`config.mk`:
```
export PLATFORM = sky130hd
export DESIGN_NAME = dcache_axi_lite_master
export DESIGN_NICKNAME = d
export VERILOG_FILES = /design/src/rtl/axi_lite_pkg.sv /design/src/rtl/axi_lite_wr_chan.sv /design/src/rtl/dcache_axi_lite_master.sv
export SDC_FILE = /design/constraint.sdc
export NUM_CORES = 1
export LEC_CHECK = 0
export CORE_MARGIN = 4
export CORE_UTILIZATION = 26
export DETAILED_ROUTE_END_ITERATION = 10
export MAX_ROUTING_LAYER = met4
export REMOVE_ABC_BUFFERS = 1
export SYNTH_ARGS = -nofsm -noshare
export SYNTH_HDL_FRONTEND = slang
export SYNTH_SLANG_ARGS = --single-unit
```
`constraint.sdc`:
```
create_clock -name ACLK -period 4.09 [get_ports ACLK]
set_clock_uncertainty 0.2 [all_clocks]
set_input_delay 0.818 -clock ACLK [delete_from_list [all_inputs] [get_ports ACLK]]
set_output_delay 0.818 -clock ACLK [all_outputs]
set_load 0.02 [all_outputs]
```
`src/rtl/axi_lite_pkg.sv`:
```
// Shared AXI4-Lite definitions for the D-cache bus master: response codes,
// byte-offset constant and the master FSM state encoding.
package axi_lite_pkg;

    localparam logic [1:0] RESP_OKAY   = 2'b00;
    localparam logic [1:0] RESP_SLVERR = 2'b10;

    // Byte-address bits below a 32-bit word.
    localparam int BYTE_OFF = 2;

    typedef enum logic [2:0] {
        S_IDLE,
        S_RD_ADDR,
        S_RD_DATA,
        S_WR_REQ,
        S_WR_RESP,
        S_DONE
    } state_e;

endpackage

```
`src/rtl/axi_lite_wr_chan.sv`:
```
// AW/W issue tracker: both channels raise together on start and each valid
// drops independently the cycle after its own handshake.
module axi_lite_wr_chan #(
    parameter int ADDR_W = 32,
    parameter int DATA_W = 32
) (
    input  logic                ACLK,
    input  logic                ARESETn,
    input  logic                start_i,
    input  logic                active_i,
    input  logic [ADDR_W-1:0]   addr_i,
    input  logic [DATA_W-1:0]   data_i,
    input  logic [DATA_W/8-1:0] strb_i,
    input  logic                aw_ready_i,
    input  logic                w_ready_i,
    output logic                aw_valid_o,
    output logic [ADDR_W-1:0]   aw_addr_o,
    output logic                w_valid_o,
    output logic [DATA_W-1:0]   w_data_o,
    output logic [DATA_W/8-1:0] w_strb_o,
    output logic                both_done_o
);

    logic                aw_valid_q, aw_valid_d;
    logic                w_valid_q, w_valid_d;
    logic [ADDR_W-1:0]   aw_addr_q, aw_addr_d;
    logic [DATA_W-1:0]   w_data_q, w_data_d;
    logic [DATA_W/8-1:0] w_strb_q, w_strb_d;

    always_comb begin
        aw_valid_d = aw_valid_q & ~aw_ready_i;
        w_valid_d  = w_valid_q & ~w_ready_i;
        aw_addr_d  = aw_addr_q;
        w_data_d   = w_data_q;
        w_strb_d   = w_strb_q;
        if (start_i) begin
            aw_valid_d = 1'b1;
            w_valid_d  = 1'b1;
            aw_addr_d  = addr_i;
            w_data_d   = data_i;
            w_strb_d   = strb_i;
        end
    end

    always_ff @(posedge ACLK or negedge ARESETn) begin
        if (!ARESETn) begin
            aw_valid_q <= 1'b0;
            w_valid_q  <= 1'b0;
            aw_addr_q  <= '0;
            w_data_q   <= '0;
            w_strb_q   <= '0;
        end else begin
            aw_valid_q <= aw_valid_d;
            w_valid_q  <= w_valid_d;
            aw_addr_q  <= aw_addr_d;
            w_data_q   <= w_data_d;
            w_strb_q   <= w_strb_d;
        end
    end

    // Both channels retire on this edge (or already have).
    assign both_done_o = active_i & ~aw_valid_d & ~w_valid_d;

    assign aw_valid_o = aw_valid_q;
    assign aw_addr_o  = aw_addr_q;
    assign w_valid_o  = w_valid_q;
    assign w_data_o   = w_data_q;
    assign w_strb_o   = w_strb_q;

endmodule

```
`src/rtl/dcache_axi_lite_master.sv`:
```
// D-cache AXI4-Lite master: line refills become LINE_WORDS single-beat reads,
// stores become one strobed write; one transaction outstanding at a time.
module dcache_axi_lite_master
    import axi_lite_pkg::*;
#(
    parameter int DATA_W     = 32,
    parameter int ADDR_W     = 32,
    parameter int LINE_WORDS = 4,
    parameter int IDX_W      = $clog2(LINE_WORDS)
) (
    input  logic                ACLK,
    input  logic                ARESETn,
    input  logic                req_valid,
    output logic                req_ready,
    input  logic                req_write,
    input  logic [ADDR_W-1:0]   req_addr,
    input  logic [DATA_W-1:0]   req_wdata,
    input  logic [DATA_W/8-1:0] req_wstrb,
    output logic                refill_valid,
    output logic [IDX_W-1:0]    refill_idx,
    output logic [DATA_W-1:0]   refill_data,
    output logic                done,
    output logic                done_err,
    output logic                AW_VALID,
    input  logic                AW_READY,
    output logic [ADDR_W-1:0]   AW_ADDR,
    output logic                W_VALID,
    input  logic                W_READY,
    output logic [DATA_W-1:0]   W_DATA,
    output logic [DATA_W/8-1:0] W_STRB,
    input  logic                B_VALID,
    output logic                B_READY,
    input  logic [1:0]          B_RESP,
    output logic                AR_VALID,
    input  logic                AR_READY,
    output logic [ADDR_W-1:0]   AR_ADDR,
    input  logic                R_VALID,
    output logic                R_READY,
    input  logic [DATA_W-1:0]   R_DATA,
    input  logic [1:0]          R_RESP
);

    localparam int LINE_OFF = IDX_W + BYTE_OFF;
    localparam logic [ADDR_W-1:0] LINE_MASK = ~((ADDR_W'(1) << LINE_OFF) - ADDR_W'(1));
    localparam logic [ADDR_W-1:0] WORD_MASK = ~((ADDR_W'(1) << BYTE_OFF) - ADDR_W'(1));
    localparam logic [IDX_W-1:0]  LAST_IDX  = IDX_W'(LINE_WORDS - 1);

    state_e              state_q, state_d;
    logic [IDX_W-1:0]    cnt_q, cnt_d, cnt_inc;
    logic                err_q, err_d;
    logic [ADDR_W-1:0]   base_q, base_d;
    logic [ADDR_W-1:0]   ar_addr_q, ar_addr_d;
    logic                ar_valid_q, ar_valid_d;
    logic                r_ready_q, r_ready_d;
    logic                b_ready_q, b_ready_d;
    logic                rf_valid_q, rf_valid_d;
    logic [IDX_W-1:0]    rf_idx_q, rf_idx_d;
    logic [DATA_W-1:0]   rf_data_q, rf_data_d;
    logic                wr_start;
    logic                wr_both_done;

    always_comb begin
        state_d    = state_q;
        cnt_d      = cnt_q;
        err_d      = err_q;
        base_d     = base_q;
        ar_addr_d  = ar_addr_q;
        ar_valid_d = ar_valid_q;
        r_ready_d  = r_ready_q;
        b_ready_d  = b_ready_q;
        rf_valid_d = 1'b0;
        rf_idx_d   = rf_idx_q;
        rf_data_d  = rf_data_q;
        wr_start   = 1'b0;
        cnt_inc    = cnt_q + 1'b1;
        case (state_q)
            S_IDLE: begin
                if (req_valid) begin
                    err_d = 1'b0;
                    cnt_d = '0;
                    if (req_write) begin
                        wr_start = 1'b1;
                        state_d  = S_WR_REQ;
                    end else begin
                        base_d     = req_addr & LINE_MASK;
                        ar_addr_d  = req_addr & LINE_MASK;
                        ar_valid_d = 1'b1;
                        state_d    = S_RD_ADDR;
                    end
                end
            end
            S_RD_ADDR: begin
                if (AR_READY) begin
                    ar_valid_d = 1'b0;
                    r_ready_d  = 1'b1;
                    state_d    = S_RD_DATA;
                end
            end
            S_RD_DATA: begin
                if (R_VALID) begin
                    rf_valid_d = 1'b1;
                    rf_idx_d   = cnt_q;
                    rf_data_d  = R_DATA;
                    err_d      = err_q | (R_RESP != RESP_OKAY);
                    r_ready_d  = 1'b0;
                    // Error beats still fetch the whole line.
                    if (cnt_q == LAST_IDX) begin
                        state_d = S_DONE;
                    end else begin
                        cnt_d      = cnt_inc;
                        ar_valid_d = 1'b1;
                        ar_addr_d  = base_q + ({{(ADDR_W-IDX_W){1'b0}}, cnt_inc} << BYTE_OFF);
                        state_d    = S_RD_ADDR;
                    end
                end
            end
            S_WR_REQ: begin
                if (wr_both_done) begin
                    b_ready_d = 1'b1;
                    state_d   = S_WR_RESP;
                end
            end
            S_WR_RESP: begin
                if (B_VALID) begin
                    err_d     = err_q | (B_RESP != RESP_OKAY);
                    b_ready_d = 1'b0;
                    state_d   = S_DONE;
                end
            end
            S_DONE:  state_d = S_IDLE;
            default: state_d = S_IDLE;
        endcase
    end

    always_ff @(posedge ACLK or negedge ARESETn) begin
        if (!ARESETn) begin
            state_q    <= S_IDLE;
            cnt_q      <= '0;
            err_q      <= 1'b0;
            base_q     <= '0;
            ar_addr_q  <= '0;
            ar_valid_q <= 1'b0;
            r_ready_q  <= 1'b0;
            b_ready_q  <= 1'b0;
            rf_valid_q <= 1'b0;
            rf_idx_q   <= '0;
            rf_data_q  <= '0;
        end else begin
            state_q    <= state_d;
            cnt_q      <= cnt_d;
            err_q      <= err_d;
            base_q     <= base_d;
            ar_addr_q  <= ar_addr_d;
            ar_valid_q <= ar_valid_d;
            r_ready_q  <= r_ready_d;
            b_ready_q  <= b_ready_d;
            rf_valid_q <= rf_valid_d;
            rf_idx_q   <= rf_idx_d;
            rf_data_q  <= rf_data_d;
        end
    end

    axi_lite_wr_chan #(
        .ADDR_W (ADDR_W),
        .DATA_W (DATA_W)
    ) u_wr_chan (
        .ACLK        (ACLK),
        .ARESETn     (ARESETn),
        .start_i     (wr_start),
        .active_i    (state_q == S_WR_REQ),
        .addr_i      (req_addr & WORD_MASK),
        .data_i      (req_wdata),
        .strb_i      (req_wstrb),
        .aw_ready_i  (AW_READY),
        .w_ready_i   (W_READY),
        .aw_valid_o  (AW_VALID),
        .aw_addr_o   (AW_ADDR),
        .w_valid_o   (W_VALID),
        .w_data_o    (W_DATA),
        .w_strb_o    (W_STRB),
        .both_done_o (wr_both_done)
    );

    assign req_ready    = (state_q == S_IDLE);
    assign done         = (state_q == S_DONE);
    assign done_err     = (state_q == S_DONE) & err_q;
    assign AR_VALID     = ar_valid_q;
    assign AR_ADDR      = ar_addr_q;
    assign R_READY      = r_ready_q;
    assign B_READY      = b_ready_q;
    assign refill_valid = rf_valid_q;
    assign refill_idx   = rf_idx_q;
    assign refill_data  = rf_data_q;

endmodule

```
==> impl_metrics.tcl <==
set metrics [dict create \
    ys_top_cells_by_area "dfrtp_1 (61%), mux2_2 (24%), nand2_1 (5.7%)" \
    internal-power_mw 5.48 \
    die_w_um 172 \
    clkPwrFrac_pct 19.5 \
    layout-drive-gt1-share_pct 25.3 \
    grt.overflow.total 0 \
    cp_slowest_cell "clkdlybuf4s50_1" \
    final.min_clock_period_ns 3.21 \
    syn_inst 519 \
    path_buf_inv 1 \
    grt_pass1_wl_mm 27.8 \
    clkLatencyLatePin_ns 0.41 \
    dpl.cell_count 1083 \
    dieArea_um2 29400 \
    critPathRequiredTime_ns 3.07 \
    fin_crit_sh_pct 78.5 \
    synth_top_area_share_pct 61.2 \
    cts_hold_buf 0 \
    clk_pin_slew_ns 0.07 \
    cts_max_level 4 \
    relSlewSlack_pct 59.4 \
    detail-route-antenna-nets 0 \
    cts_setup_buffers 0 \
    max_freq_ghz 0.311 \
    status "finished clean" \
    ctsRootBufferMaster "clkbuf_16" \
    synth-seq-cells 170 \
    start_util_pct 26.5 \
    grt_pass1_vias 4959 \
    vias_per_cell 4.30 \
    critPathLaunchType "flop" \
    clockBufferDepth 2 \
    globalplace.congestion 0.712 \
    core_area_um2 26200 \
    worstSetupPathType "reg -> out" \
    antenna_found_initial 0 \
    drc 0 \
    fin_nets 881 \
    layout_common_cells "clkdlybuf4s50_1 (248), dfrtp_1 (170), mux2_2 (150), nand2_1 (106), clkbuf_16 (17)" \
    tightestPinTransition_ns 0.609 \
    finalMaxSlewViolations 0 \
    grt_max_degree 70 \
    crit_path_max_incr_delay_ns 0.73 \
    arrival_ns 2.19 \
    ir_worst_vdd_uv 403 \
    crit_family "buffers and inverters" \
    stdcell_count 1114 \
    setup_viol 0 \
    r2r_cells 3 \
    hold_viol 0 \
    end_kind "output pin" \
    cts_resized 0 \
    final_common_cell "clkdlybuf4s50_1" \
    yosysTopAreaCell "dfrtp_1" \
    first_iter_violations 241 \
    dr.pass1.iters 4 \
    fill_cells 2543 \
    synth_cell_types 42 \
    die_h_um 172 \
    vias 4795 \
    avgSynthCellArea_um2 13.4 \
    syn_to_final_growth_pct 49.8 \
    cts_tree "done" \
    pin_count 256 \
    portBuffers 249 \
    cap_violations 0 \
    antennaDiodeCount 0 \
    rsz0062_at_grt "false" \
    row_count 59 \
    seq_area_frac_synth_pct 61.2 \
    seqPwrFrac_pct 34.8 \
    synth.cell_area_um2 6950 \
    power.density_nw_per_um2 813 \
    leakage_nw 4.47 \
    route.detailed.wl_per_inst_um 16.1 \
    cts_sinks 170 \
    path_cells "nor3_1 > clkdlybuf4s50_1" \
    switching_share_pct 35.3 \
    finalPower_mw 8.47 \
    worstReg2RegStart "state_q[0]$_DFFE_PN0P_" \
    path_max_fanout 20 \
    min_path_type "in -> async" \
    track_usage_pct 12.4 \
    p_comb_share_pct 45.6 \
    switchingPower_mw 2.99 \
    fin_setup_tns_ns 0 \
    regToRegEndpoint "base_q[7]$_DFFE_PN0P_" \
    routed_wl_mm 18.0 \
    synth_warnings 0 \
    hpwlAfterDp_mm 12.3 \
    cts-buffers-inserted 17 \
    r2r_slack_ns 1.62 \
]
==> flip-flops by register name (all words and copies together) (netlist names) <==
| signal | cells |
|---|---|
| err_q | 1 |
| R_READY | 1 |
| B_READY | 1 |
| u_wr_chan.w_data_o | 32 |
| refill_idx | 2 |
| u_wr_chan.w_strb_o | 4 |
| refill_data | 32 |
| refill_valid | 1 |
| u_wr_chan.aw_addr_o | 30 |
| AR_VALID | 1 |
| u_wr_chan.w_valid_o | 1 |
| AR_ADDR | 30 |
| u_wr_chan.aw_valid_o | 1 |
| base_q | 28 |
| cnt_q | 2 |
| state_q | 3 |
==> power groups by stage <==
stage / Sequential (mW) / Combinational [mW] / Clock (mW)
2_1_floorplan: 3.74 / 1.26 / 0
3_3_place_gp: 2.94 / 3.91 / 0
3_5_place_dp: 2.98 / 3.93 / 0
4_1_cts: 2.96 / 3.94 / 1.72
5_1_grt: 3.07 / 4.15 / 1.79
6_report: 2.95 / 3.87 / 1.65
==> per-stage QoR <==
step / hold WS [ns] / instance area [um^2] / util [%] / worst slack, ns
after floorplan: 0.255 / 6800 / - / 0.156
after global placement: 0.259 / 9830 / 37.5 / 0.831
after detailed placement: 0.262 / 9830 / 37.5 / 0.820
after CTS: 0.205 / 10400 / 39.7 / 0.860
after global routing: 0.211 / 10400 / 39.7 / 0.737
final: 0.198 / 10400 / 39.7 / 0.879
==> how the worst max path moves through the flow <==
stage | start | endpoint | cells after the start
2_1_floorplan | state_q[1]$_DFFE_PN0P_ | u_wr_chan.aw_addr_o[10]$_DFFE_PN0P_ | 3
3_3_place_gp | req_valid | base_q[25]$_DFFE_PN0P_ | 4
3_5_place_dp | req_valid | base_q[12]$_DFFE_PN0P_ | 4
4_1_cts | state_q[1]$_DFFE_PN0P_ | req_ready | 2
5_1_grt | state_q[2]$_DFFE_PN0P_ | done_err | 3
6_report | state_q[1]$_DFFE_PN0P_ | req_ready | 2
==> cell families (layout without fill, tap and decap cells) <==
group	Yosys count	count (layout)	synth area share [%]
AOI/OAI and AO/OA	22	22	2.54
DFF	170	170	61.2
other	1	4	0.0539
buffers and inverters	36	293	2.70
and+or+nand+nor	137	137	8.78
muxes	152	152	24.6
adders and majority gates	1	1	0.180
==> synthesized netlist by cell type (all sizes together) <==
library cell / n
dfrtp: 170
a311oi: 1
nor3b: 2
a21o: 1
buf: 19
a221oi: 1
o32ai: 1
nand2b: 4
nand4bb: 1
or4b: 1
o21ai: 1
clkbuf: 12
and2: 1
nor3: 2
mux2i: 2
a31o: 2
nor2b: 5
ha: 1
nor4b: 1
o22ai: 1
conb: 1
mux2: 150
nor2: 6
nand4: 1
a21oi: 4
nand3b: 4
nand3: 2
inv: 4
a211oi: 1
o211ai: 1
o21a: 1
a211o: 2
clkinv: 1
a32o: 2
o21bai: 1
and3: 1
a31oi: 2
nand2: 106
==> routing by layer <==
metal  wire, um  vias up  track usage, %
met1       8240     2356            16.2
met2       8030      168            18.5
met4        135        0            2.89
met5          0        -               -
li1           -     2264               -
met3       1570        7            4.53
==> layout make-up <==
cell class / instances / area (um^2) / share of cell area [%]
Clock buffer: 18 / 429 / 4.12
Clock inverter: 13 / 158 / 1.51
Inverter: 5 / 18.8 / 0.180
Multi-Input combinational cell: 316 / 2550 / 24.4
Sequential cell: 170 / 4250 / 40.8
Tap cell: 335 / 419 / 4.02
Timing Repair Buffer: 257 / 2590 / 24.9
Note: power is estimated with default switching activity, not from simulation.
